==> config.mk <==
export PLATFORM = sky130hd
export DESIGN_NAME = bcd_serial_adder
export DESIGN_NICKNAME = d
export VERILOG_FILES = /design/src/rtl/bcd_pkg.sv /design/src/rtl/bcd_digit_add.sv /design/src/rtl/bcd_serial_adder.sv
export SDC_FILE = /design/constraint.sdc
export NUM_CORES = 1
export LEC_CHECK = 0
export ABC_AREA = 1
export ABC_CLOCK_PERIOD_IN_PS = 5800
export CAP_MARGIN = 20
export CORE_UTILIZATION = 30
export CTS_CLUSTER_SIZE = 30
export DETAILED_ROUTE_END_ITERATION = 7
export GPL_TIMING_DRIVEN = 0
export PLACE_DENSITY_LB_ADDON = 0.15
export SYNTH_ARGS = -nofsm -noshare
export SYNTH_HDL_FRONTEND = slang
export SYNTH_SLANG_ARGS = --single-unit
==> constraint.sdc <==
create_clock -name clk -period 5.8 [get_ports clk]
set_input_delay 1.16 -clock clk [delete_from_list [all_inputs] [get_ports clk]]
set_output_delay 1.16 -clock clk [all_outputs]
set_load 0.01 [all_outputs]
==> src/rtl/bcd_pkg.sv <==
// Shared constants, FSM state type and digit helper for the serial BCD adder.
package bcd_pkg;

  localparam int unsigned BCD_DIGIT_W = 4;
  localparam int unsigned BCD_MAX     = 9;
  localparam int unsigned BCD_CORR    = 6;

  typedef enum logic [1:0] {
    IDLE,
    RUN,
    DONE
  } state_t;

  function automatic logic bcd_digit_valid(input logic [BCD_DIGIT_W-1:0] d);
    return (d <= BCD_DIGIT_W'(BCD_MAX));
  endfunction

endpackage

==> src/rtl/bcd_digit_add.sv <==
// Combinational single-digit BCD adder with decimal carry correction.
module bcd_digit_add
  import bcd_pkg::*;
(
  input  logic [3:0] a,
  input  logic [3:0] b,
  input  logic       cin,
  output logic [3:0] s,
  output logic       cout
);

  logic [4:0] z;

  always_comb begin
    z    = {1'b0, a} + {1'b0, b} + {4'b0000, cin};
    s    = z[3:0];
    cout = 1'b0;
    // Same rule for non-BCD digits so results remain deterministic.
    if (z > 5'(BCD_MAX)) begin
      s    = z[3:0] + 4'(BCD_CORR);
      cout = 1'b1;
    end
  end

endmodule

==> src/rtl/bcd_serial_adder.sv <==
// Multi-digit packed-BCD adder, one digit per clock, least-significant first.
module bcd_serial_adder
  import bcd_pkg::*;
#(
  parameter int DIGITS = 4
) (
  input  logic                clk,
  input  logic                rst_n,
  input  logic                start,
  input  logic [4*DIGITS-1:0] a,
  input  logic [4*DIGITS-1:0] b,
  input  logic                cin,
  output logic                busy,
  output logic                done,
  output logic [4*DIGITS-1:0] sum,
  output logic                cout,
  output logic                invalid
);

  localparam int W  = 4 * DIGITS;
  localparam int IW = (DIGITS > 1) ? $clog2(DIGITS) : 1;
  localparam logic [IW-1:0] LAST = IW'(DIGITS - 1);

  state_t          state;
  logic [W-1:0]    a_q;
  logic [W-1:0]    b_q;
  logic            carry_q;
  logic [IW-1:0]   idx;
  logic            inv_in;
  logic [3:0]      dig_s;
  logic            dig_c;

  always_comb begin
    inv_in = 1'b0;
    for (int unsigned i = 0; i < DIGITS; i++) begin
      if (!bcd_digit_valid(a[i*BCD_DIGIT_W +: BCD_DIGIT_W]) ||
          !bcd_digit_valid(b[i*BCD_DIGIT_W +: BCD_DIGIT_W]))
        inv_in = 1'b1;
    end
  end

  // Operands shift right each digit so the adder always sees bits [3:0].
  bcd_digit_add u_digit (
    .a    (a_q[3:0]),
    .b    (b_q[3:0]),
    .cin  (carry_q),
    .s    (dig_s),
    .cout (dig_c)
  );

  always_ff @(posedge clk) begin
    if (!rst_n) begin
      state   <= IDLE;
      busy    <= 1'b0;
      done    <= 1'b0;
      sum     <= '0;
      cout    <= 1'b0;
      invalid <= 1'b0;
      idx     <= '0;
      carry_q <= 1'b0;
      a_q     <= '0;
      b_q     <= '0;
    end else begin
      unique case (state)
        IDLE: begin
          done <= 1'b0;
          if (start) begin
            a_q     <= a;
            b_q     <= b;
            carry_q <= cin;
            sum     <= '0;
            cout    <= 1'b0;
            invalid <= inv_in;
            idx     <= '0;
            busy    <= 1'b1;
            state   <= RUN;
          end
        end
        RUN: begin
          sum[idx*BCD_DIGIT_W +: BCD_DIGIT_W] <= dig_s;
          carry_q <= dig_c;
          a_q     <= a_q >> BCD_DIGIT_W;
          b_q     <= b_q >> BCD_DIGIT_W;
          if (idx == LAST) begin
            cout  <= dig_c;
            done  <= 1'b1;
            state <= DONE;
          end else begin
            idx <= idx + 1'b1;
          end
        end
        DONE: begin
          done  <= 1'b0;
          busy  <= 1'b0;
          state <= IDLE;
        end
        default: state <= IDLE;
      endcase
    end
  end

endmodule

# Word level (Yosys, flattened, before mapping)
# Cells that the tools add are included.
dict set report op_classes {
  n_addsub 5
  order_cmp 9
  eq_ne 6
  n_shift 2
  mux 28
  reduce_logical 24
}
# operator n
set ops {}
lappend ops {{16-bit case mux with 2 select lines} 3}
lappend ops {{16-bit 2-to-1 mux} 3}
lappend ops {{4-bit negation with 34-bit output} 1}
lappend ops {{4-bit by 34-bit variable shift with 16-bit output, first input constant} 1}
lappend ops {{4-bit by 34-bit variable part select with 16-bit output} 1}
lappend ops {{4-bit <= comparator, second input constant} 8}
lappend ops {{16-bit bitwise mux} 1}
lappend ops {{1-bit 2-to-1 mux} 10}
lappend ops {{2-bit AND reduction} 5}
lappend ops {{1-bit zero test} 8}
lappend ops {{2-bit 2-to-1 mux} 4}
lappend ops {{1-bit case mux with 2 select lines} 4}
lappend ops {{2-bit case mux with 2 select lines} 2}
lappend ops {{2-bit != test, second input constant} 3}
lappend ops {{3-bit AND reduction} 2}
lappend ops {{2-bit nonzero test} 3}
lappend ops {{4-bit by 4-bit adder with 5-bit output} 1}
lappend ops {{5-bit by 1-bit adder with 5-bit output} 1}
lappend ops {{5-bit by 4-bit > comparator with 1-bit output, second input constant} 1}
lappend ops {{4-bit by 3-bit adder with 4-bit output, second input constant} 1}
lappend ops {{2-bit equality test, second input constant} 2}
lappend ops {{1-bit logical OR} 4}
lappend ops {{4-bit 2-to-1 mux} 1}
lappend ops {{2-bit by 1-bit adder with 2-bit output, second input constant} 1}
lappend ops {{other kinds (3)} 3}
dict set report word_totals {
  ff_bits 57
}

# Logic depth before layout (Yosys ltp)
dict set report logic_depth {
  ltp_word 7
  mapped_depth 17
}

# By module
# From an unflattened synthesis, not the netlist that was laid out.
dict set report unflattened {
  cells_unflattened 372
  hier_area_um2 2742.6
}
# mod n_inst cells_each area_per_inst_um2 seq_area_each_um2
set modules_own_cells {}
lappend modules_own_cells {bcd_serial_adder 1 327 2443.6 1141.1}
lappend modules_own_cells {bcd_digit_add 1 45 299.0 0.0}

# Worst setup path after synthesis
# Ideal clock, no wire load.
dict set report synth_path {
  path_kind {register to register}
  startpoint {register a_q[0]}
  endpoint {register sum[7]}
  setup_time_ns 0.128
  t_arrival_ns 2.184
  required_time_ns 5.672
  slack_ns 3.488
  stages_incl_launch_ff 15
  path_cell_list {dfxtp_1 fa_1 inv_1 fa_1 ha_1 inv_1 a21oi_1 a21oi_2 nand2_2 nand2_4 nand2_2 nand4_2 nor2_1 nor2_1 nor2_1}
}
dict set report synth_between {
  elab_chain_cells 7
  elab_cells_between_ends 8
}
# item line_no
set synth_lines {}
lappend synth_lines {{start: declaration} bcd_serial_adder.sv:25} ;# logic [W-1:0] a_q;
lappend synth_lines {{start signal: assignment} bcd_serial_adder.sv:82} ;# a_q <= a_q >> BCD_DIGIT_W;
lappend synth_lines {{4-bit by 4-bit adder with 5-bit output *} bcd_digit_add.sv:15} ;# z = {1'b0, a} + {1'b0, b} + {4'b0000, cin};
lappend synth_lines {{5-bit by 1-bit adder with 5-bit output *} bcd_digit_add.sv:15}
lappend synth_lines {{4-bit by 3-bit adder with 4-bit output or 5-bit by 4-bit > comparator with 1-bit output (tied branches)} {bcd_digit_add.sv:20, bcd_digit_add.sv:19}}
lappend synth_lines {{4-bit 2-to-1 mux *} bcd_digit_add.sv:19} ;# if (z > 5'(BCD_MAX)) begin
lappend synth_lines {{4-bit by 34-bit variable part select with 16-bit output *} bcd_serial_adder.sv:80} ;# sum[idx*BCD_DIGIT_W +: BCD_DIGIT_W] <= dig_s;
lappend synth_lines {{16-bit bitwise mux *} bcd_serial_adder.sv:80}
lappend synth_lines {{16-bit case mux with 2 select lines *} bcd_serial_adder.sv:64} ;# unique case (state)
lappend synth_lines {{end signal: indexed assignment} bcd_serial_adder.sv:80}
lappend synth_lines {{end: declaration} bcd_serial_adder.sv:15} ;# output logic [4*DIGITS-1:0] sum,
# Mark *: on every way between the ends. The rest lies on a longest branch, timed or not.
# A chain may end at the register's enable or synchronous reset.

# Worst setup path after layout
dict set report layout_path {
  startpoint {register a_q[0]}
  endpoint {register sum[5]}
}
# The elaborated chain is that of the path after synthesis.

==> flow_summary.ini <==
[worst_hold_path]
hold_path_class = flop to flop
hold_depth = 2

[final_layout]
drive_gt1_frac = 0.118
nets = 485
n_antenna_cell = 0
layout_common_cells = nand2_1 (125), dfxtp_1 (57), clkdlybuf4s50_1 (54)
synthToLayoutAreaGrowth_pct = 32.7
final_area_um2 = 3670
layout_commonest_cell = nand2_1

[power]
cell_internal_pwr_mw = 0.745
power.leakage_nw = 1.47
p_seq_frac = 0.408
switching_share = 0.284
combPwrFrac = 0.184
switching_power_mw = 0.295
vdd_drop_max_mv = 0.100
power_density_nw_per_um2 = 283
clockPowerShare = 0.408

[synth]
yosysSeqAreaShare = 0.412
synth_fa_ha_area_frac = 0.0596
synth_nets = 420
syn_avg_cell_area_um2 = 7.44
synth_xor_xnor_area_share = 0
synth_cells = 372
yosys_warnings = 0
synth_compound_area_frac = 0.146
netlist_area_um2 = 2770
muxShareOfSynthArea = 0
synthSimpleGateAreaFrac = 0.297
synth_top_family_by_area = simple AND/OR/NAND/NOR gates
ys_seq_elements = 57
post_synth_num_cell_types = 31

[die]
fp.dieW_um = 98.1
core_area_um2 = 8850
start_util = 0.313
ios = 56
die-height_um = 98.1
design.die.area_um2 = 9620
row_count = 34

[sta]
min_period_ns = 2.59
clock_skew_ns = 0.0147
hold_viol_final = 0
rsz0062_at_grt = false
relSlewSlack = 0.611
fin_crit_sh = 0.447
slew_violations = 0
finalSetupViolations = 0
finalSetupTns_ns = 0
worstMarginPinSlew_ns = 0.583
timing.fmax_mhz = 386

[clocking]
cts_buffers = 9
cts_setup_buffers = 0
cts_hold_buffers = 0
clkTransAtPathRegs_ns = 0.07
cts_tree = yes
root_buffer = clkbuf_8
ctsResizeCount = 0
cts.sink_count = 57
clk_latency_ns = 0.34
htree_levels = 3
clk_path_buf_depth = 2

[global_routing]
gr-total-overflow = 0
grt_use_met3 = 0.0351
grt_max_degree = 12
track_usage = 0.171
grt_busiest_layer = met2
grt_pass1_vias = 2619
gr-usage-met2 = 0.276
antenna_found_initial = 0
use_met1 = 0.225
grt_pass1_wl_mm = 12.8

[worst_setup_path]
critical_path_required_ns = 6.06
crit_type = flop to flop
end_kind = flop
crit_slowest_cell = fa_1
crit_chain = fa_1 > inv_1 > fa_1 > ha_1 > inv_1 > a21oi_1 > a21oi_2 > nand2_2 > nand2_4 > nand2_2 > nand2_2 > nand4_1 > a21oi_1
startpoint = a_q[0]$_SDFFE_PN0P_
rr_worst_depth = 13
reg2reg_from = a_q[0]$_SDFFE_PN0P_
start_kind = flop
crit_arrival_ns = 2.85
cpPeakStageDelay_ns = 0.50
rrSetupSlack_ns = 3.21
critPathCapture = sum[5]$_SDFFE_PN0P_
crit_top_cell = nand2_2
cp_max_fo = 5
timing.rr.end = sum[5]$_SDFFE_PN0P_

[job]
cap_violations = 0

[run_status]
violations = design-rule violations
status = finished, violations left

[route]
via_per_inst = 4.73
wl_per_cell_um = 13.8
dr.first_iter.drc_count = 112
routed_wl_mm = 7.58
num_vias = 2600
drtPass1Iterations = 6
drtAntennaViolNets = 0
drc = 4

[placed_design]
post-dp-hpwl_mm = 5.61
placed_cell_area_um2 = 3440
port_buffers = 54
gp_congestion = 0.769
## synth_stat cells
master / number / share of area
ha_1: 10 / 0.045
nand2_2: 6 / 0.014
nand2_4: 1 / 0.0041
buf_6: 4 / 0.016
buf_2: 4 / 0.0072
nand3_2: 2 / 0.0072
nor2_1: 14 / 0.019
o21ai_0: 13 / 0.023
and2_1: 2 / 0.0045
a21oi_2: 3 / 0.0095
dfxtp_1: 57 / 0.41
nor2_8: 1 / 0.0072
nand3_1: 20 / 0.036
inv_2: 5 / 0.0068
nand3b_1: 2 / 0.0054
nand4_2: 1 / 0.0045
a31oi_1: 17 / 0.038
nor2_4: 1 / 0.0041
nand4_1: 6 / 0.014
buf_1: 1 / 0.0014
inv_1: 26 / 0.035
buf_4: 5 / 0.014
nand2_1: 125 / 0.17
nor3_2: 1 / 0.0036
a22oi_1: 3 / 0.0081
clkbuf_1: 4 / 0.0054
o21ai_2: 1 / 0.0032
nor4_2: 1 / 0.0045
a21oi_1: 33 / 0.060
fa_1: 2 / 0.014
a41oi_1: 1 / 0.0032
## worst max-delay path: cells and delay by family, from the launching register on
kind	cells	cell delay (ns)
buf+inv	2	0.17
flops	1	0.34
compound gates	3	0.33
fa+ha+maj	3	1.23
simple gates	5	0.44
## how the worst min path moves through the flow
stage                           endpoint                  from
floorplan           a_q[12]$_SDFFE_PN0P_  a_q[12]$_SDFFE_PN0P_
global placement    a_q[12]$_SDFFE_PN0P_  a_q[12]$_SDFFE_PN0P_
detailed placement  sum[12]$_SDFFE_PN0P_  sum[12]$_SDFFE_PN0P_
CTS                 a_q[15]$_SDFFE_PN0P_  a_q[15]$_SDFFE_PN0P_
global route         sum[8]$_SDFFE_PN0P_   sum[8]$_SDFFE_PN0P_
finish               sum[4]$_SDFFE_PN0P_   sum[4]$_SDFFE_PN0P_
## flip-flops by register name, indices dropped and copies added (netlist names)
| register | count |
|---|---|
| done | 1 |
| idx | 2 |
| state | 2 |
| invalid | 1 |
| sum | 16 |
| cout | 1 |
| b_q | 16 |
| a_q | 16 |
| busy | 1 |
| carry_q | 1 |
## stage by stage
| stage | cells | worst slack [ns] | total power, mW | hold slack [ns] | utilization |
|---|---|---|---|---|---|
| after floorplan | 372 | 3.49 | 0.553 | 0.439 | - |
| final | 550 | 3.21 | 1.04 | 0.460 | 0.415 |
| after global placement | 534 | 3.20 | 0.621 | 0.453 | 0.389 |
| after detailed placement | 534 | 3.19 | 0.624 | 0.455 | 0.389 |
| after CTS | 550 | 3.20 | 1.05 | 0.466 | 0.415 |
| after global routing | 550 | 2.99 | 1.09 | 0.486 | 0.415 |
## cell type report
cell class	instances	area, um^2
flip-flops and latches	57	1140
clock inverters	6	91.3
plain buffers	18	121
well taps	108	135
multi-input cells	266	1390
fillers	931	5170
clock buffers	10	138
repair buffers	54	541
inverters	31	116
## metal layers
metal  share of wire  wire [um]
met1            0.50       3770
met2            0.45       3450
met3           0.040        307
met4          0.0080         61
met5               0          0
## logic make-up after synthesis
logic type,Yosys count
DFF,57
and+or+nand+nor,183
AOI/OAI and AO/OA,71
buffers and inverters,49
adders and majority gates,12
## power groups by stage
stage | Combinational, mW | Sequential, mW | Clock (mW)
2_1_floorplan | 0.122 | 0.431 | 0
3_3_place_gp | 0.188 | 0.433 | 0
3_5_place_dp | 0.191 | 0.433 | 0
4_1_cts | 0.193 | 0.424 | 0.434
5_1_grt | 0.213 | 0.427 | 0.454
6_report | 0.191 | 0.424 | 0.424
(Power assumes the default switching activity.)
